### src/rtl/addsub_operand_seq.sv
// ============================================================================
// Module   : addsub_operand_seq
// Purpose  : Push-button operand sequencer that drives a 4-bit adder/subtractor
//            and latches its result with carry/borrow and overflow flags.
// Revision : 1.0 - initial release
// ============================================================================
`default_nettype none

module addsub_operand_seq #(
  parameter int DEBOUNCE_CYCLES = 1000000
) (
  input  logic       clk,
  input  logic       reset,
  input  logic [3:0] sw_data,
  input  logic       sw_mode,
  input  logic       btn,
  input  logic [3:0] s_in,
  input  logic       cout_in,
  output logic [3:0] a_out,
  output logic [3:0] b_out,
  output logic       m_out,
  output logic [3:0] result,
  output logic       flag,
  output logic       ovf,
  output logic       result_valid,
  output logic [1:0] state_led
);

  localparam int            CW      = $clog2(DEBOUNCE_CYCLES + 1);
  localparam logic [CW-1:0] CNT_MAX = CW'(DEBOUNCE_CYCLES - 1);

  typedef enum logic [1:0] {
    LOAD_A = 2'b00,
    LOAD_B = 2'b01,
    CALC   = 2'b10,
    SHOW   = 2'b11
  } state_t;

  logic          btn_meta_q, btn_sync_q;
  logic          db_level_q, db_level_d;
  logic [CW-1:0] db_cnt_q,   db_cnt_d;
  logic          press_q,    press_d;

  state_t        state_q, state_d;
  logic [3:0]    a_q, a_d, b_q, b_d, res_q, res_d;
  logic          m_q, m_d, flag_q, flag_d, ovf_q, ovf_d, valid_q, valid_d;
  logic          w_ovf;

  // Debounce: the synchronised level must disagree for DEBOUNCE_CYCLES edges in a row.
  always_comb begin
    db_cnt_d   = '0;
    db_level_d = db_level_q;
    press_d    = 1'b0;
    if (btn_sync_q != db_level_q) begin
      if (db_cnt_q == CNT_MAX) begin
        db_level_d = ~db_level_q;
        press_d    = ~db_level_q;
      end else begin
        db_cnt_d = db_cnt_q + CW'(1);
      end
    end
  end

  assign w_ovf = m_q ? ((a_q[3] != b_q[3]) && (s_in[3] != a_q[3]))
                     : ((a_q[3] == b_q[3]) && (s_in[3] != a_q[3]));

  always_comb begin
    state_d = state_q;
    a_d     = a_q;
    b_d     = b_q;
    m_d     = m_q;
    res_d   = res_q;
    flag_d  = flag_q;
    ovf_d   = ovf_q;
    valid_d = valid_q;
    case (state_q)
      LOAD_A: if (press_q) begin
        a_d     = sw_data;
        state_d = LOAD_B;
      end
      LOAD_B: if (press_q) begin
        b_d     = sw_data;
        m_d     = sw_mode;
        state_d = CALC;
      end
      // Operands were registered last cycle, so s_in/cout_in have settled here.
      CALC: begin
        res_d   = s_in;
        flag_d  = cout_in ^ m_q;
        ovf_d   = w_ovf;
        valid_d = 1'b1;
        state_d = SHOW;
      end
      SHOW: if (press_q) begin
        res_d   = '0;
        flag_d  = 1'b0;
        ovf_d   = 1'b0;
        valid_d = 1'b0;
        state_d = LOAD_A;
      end
      default: state_d = LOAD_A;
    endcase
  end

  always_ff @(posedge clk) begin
    if (reset) begin
      btn_meta_q <= 1'b0;
      btn_sync_q <= 1'b0;
      db_level_q <= 1'b0;
      db_cnt_q   <= '0;
      press_q    <= 1'b0;
      state_q    <= LOAD_A;
      a_q        <= '0;
      b_q        <= '0;
      m_q        <= 1'b0;
      res_q      <= '0;
      flag_q     <= 1'b0;
      ovf_q      <= 1'b0;
      valid_q    <= 1'b0;
    end else begin
      btn_meta_q <= btn;
      btn_sync_q <= btn_meta_q;
      db_level_q <= db_level_d;
      db_cnt_q   <= db_cnt_d;
      press_q    <= press_d;
      state_q    <= state_d;
      a_q        <= a_d;
      b_q        <= b_d;
      m_q        <= m_d;
      res_q      <= res_d;
      flag_q     <= flag_d;
      ovf_q      <= ovf_d;
      valid_q    <= valid_d;
    end
  end

  assign a_out        = a_q;
  assign b_out        = b_q;
  assign m_out        = m_q;
  assign result       = res_q;
  assign flag         = flag_q;
  assign ovf          = ovf_q;
  assign result_valid = valid_q;
  assign state_led    = state_q;

endmodule

`default_nettype wire

### config.mk
export PLATFORM = sky130hd
export DESIGN_NAME = addsub_operand_seq
export DESIGN_NICKNAME = d
export VERILOG_FILES = /design/src/rtl/addsub_operand_seq.sv
export SDC_FILE = /design/constraint.sdc
export NUM_CORES = 1
export LEC_CHECK = 0
export ABC_AREA = 1
export ABC_CLOCK_PERIOD_IN_PS = 2090
export CORE_MARGIN = 2
export CORE_UTILIZATION = 45
export DETAILED_ROUTE_END_ITERATION = 10
export GPL_TIMING_DRIVEN = 0
export PLACE_DENSITY = 0.79
export SETUP_SLACK_MARGIN = 0.2
export SLEW_MARGIN = 40
export SYNTH_ARGS = -nofsm -noshare
export SYNTH_HDL_FRONTEND = slang
export SYNTH_SLANG_ARGS = --single-unit
export TNS_END_PERCENT = 10
### constraint.sdc
create_clock -name clk -period 2.09 [get_ports clk]
set_input_delay 0.418 -clock clk [delete_from_list [all_inputs] [get_ports clk]]
set_output_delay 0.418 -clock clk [all_outputs]
set_load 0.005 [all_outputs]
==> results.cfg <==
[status]
status = finished, final reports clean

[timing]
drv_slew = 0
tns_ns = 0
worstMarginPinSlew_ns = 0.433
setup_viol = 0
fin_crit_sh = 0.792
slew_headroom = 0.711
finClkSkew_ns = 0.00693
rsz0062_at_grt = false
max_freq_mhz = 604
finalCriticalPeriod_ns = 1.66
hold_viol = 0

[synthesis]
synth_cell_types = 26
synth_top_family_by_area = simple AND/OR/NAND/NOR gates
synthMuxAreaShare = 0
syn_area_um2 = 2010
ys_seq_area_frac = 0.418
synth_nets = 302
synth_fa_ha_area_frac = 0.0373
synthXorXnorAreaFrac = 0.0392
ys_warn_count = 0
synth_compound_area_frac = 0.0789
syn_inst = 283
synth.avg_cell_area_um2 = 7.11
ys_seq_elements = 42
synth-simple-area-share = 0.367

[routing]
dr.pass1.iters = 4
wl_per_cell_um = 11.5
drtIter0Drc = 102
drc_errors = 0
drt-total-wl_mm = 4.30
vias = 1851
vias_per_cell = 4.96
ant_nets = 0

[setup_path]
cpLargestDelayFamily = buffers and inverters
crit_chain = clkdlybuf4s50_1
critPathArrivalTime_ns = 1.24
cpMaxStageDelayCell = clkdlybuf4s50_1
crit_required_ns = 1.67
cp-end-kind = output pin
start_kind = flip-flop
slowest_delay_ns = 0.53
cp_max_fo = 5
critPathBufInv = 1
critPathKind = reg2out

[finish]
register_area_um2 = 841
drive_gt1_frac = 0.0685
multiInputGateArea_um2 = 1050
fill_cells = 408
final_cells = 373
mostFrequentLayoutCell = nand2_1
layout_common_cells = 64 x nand2_1, 61 x nor2_1, 42 x dfxtp_1
area_growth_syn_to_layout_pct = 22.7
insertedDiodeCount = 0
nNetsFinal = 339

[grt]
grt_max_degree = 13
use_met2 = 0.292
grt_pass1_vias = 1682
grt_pass1_wl_mm = 7.41
track_usage = 0.186
antenna_found_initial = 0
gr-total-overflow = 0
gr-usage-met1 = 0.239
busiest_layer = met2
grtUsageMet3 = 0.0556

[die]
chipHeight_um = 70.9
num_io_pins = 31
die_w_um = 70.9
start_util = 0.466
die_area_um2 = 5020
core_area_um2 = 4320
row_count = 24

[clock_network]
cts.sinks = 42
insertion_delay_ns = 0.29
cts_tree = yes
clock_path_buffers = 2
cts_setup_buffers = 0
cts_root_buf = clkbuf_8
cts_inserted_buffers = 5
path_clk_slew_ns = 0.08
post_cts_resized = 0
htreeDepth = 2
cts_hold_buffers = 0

[power_and_ir_drop]
powerDensity_nw_per_um2 = 560
max-vdd-ir-drop_mv = 0.316
p_leak_nw = 0.833

[placed_design]
place_hpwl_mm = 3.27
io_buffers = 30
dpl.cell_count = 365
gp_congestion = 0.962

[worst_hold_path]
hold_class = reg2reg

[job]
drv_cap = 0
through the flow:
| stage | cell area (um^2) | hold WS [ns] | util | power, mW | setup slack [ns] |
|---|---|---|---|---|---|
| floorplan | 2010 | 0.388 | - | 0.839 | 0.708 |
| global placement | 2380 | 0.397 | 0.550 | 0.869 | 0.477 |
| detailed placement | 2380 | 0.409 | 0.550 | 0.869 | 0.444 |
| CTS | 2470 | 0.431 | 0.571 | 1.40 | 0.418 |
| global route | 2470 | 0.433 | 0.571 | 1.45 | 0.262 |
| finish | 2470 | 0.424 | 0.571 | 1.38 | 0.434 |
registers in the layout, indices dropped and copies added (netlist names):
name          flops
db_level_q        1
state_led         2
flag              1
btn_meta_q        1
db_cnt_q         20
press_q           1
result            4
a_out             4
m_out             1
b_out             4
btn_sync_q        1
ovf               1
result_valid      1
kinds of logic (layout without fill, tap and decap cells):
| group | Yosys count | after routing |
|---|---|---|
| simple gates | 165 | 165 |
| flops | 42 | 42 |
| compound gates | 31 | 31 |
| buf+inv | 30 | 68 |
| xor+xnor | 9 | 9 |
| fa+ha+maj | 6 | 6 |
final cells by class:
cell class / count / area share
Buffer: 4 / 0.00912
Clock buffer: 7 / 0.0350
Clock inverter: 1 / 0.00203
Inverter: 26 / 0.0395
Multi-Input combinational cell: 211 / 0.426
Sequential cell: 42 / 0.340
Tap cell: 52 / 0.0263
Timing Repair Buffer: 30 / 0.122
power by group:
part	internal, mW	switching [mW]
Combinational	0.0261	0.0205
Sequential	0.802	0.00152
Clock	0.266	0.267
path summary, 6_finish.rpt:
kind / startpoint / to / slack, ns / cells past startpoint
hold reg to reg: btn_meta_q$_SDFF_PP0_ / btn_sync_q$_SDFF_PP0_ / 0.42 / 2
setup reg to reg: db_cnt_q[0]$_SDFF_PP0_ / db_cnt_q[7]$_SDFF_PP0_ / 0.46 / 7
setup / recovery: m_out$_SDFFE_PP0P_ / m_out / 0.43 / 1
hold / removal: btn_meta_q$_SDFF_PP0_ / btn_sync_q$_SDFF_PP0_ / 0.42 / 2
synth_stat cells (all sizes together):
library cell / number / area share
ha: 6 / 0.037
nand3: 14 / 0.042
clkbuf: 2 / 0.0037
xor2: 7 / 0.030
xnor2: 2 / 0.0087
and2: 1 / 0.0031
inv: 26 / 0.048
dfxtp: 42 / 0.42
nor3: 8 / 0.030
or2: 2 / 0.0062
nor4: 1 / 0.0031
buf: 2 / 0.0075
o21ai: 13 / 0.032
a21oi: 18 / 0.047
nand4: 8 / 0.025
nand2: 65 / 0.12
nand3b: 2 / 0.0075
nor2: 64 / 0.13
layer usage:
layer	share of wire	wire [um]	vias up
met5	0	0	-
met4	0.013	55	0
met3	0.061	261	6
met2	0.48	2060	48
met1	0.45	1930	821
li1	-	-	976
No activity file was read; power rests on OpenSTA's default activity.
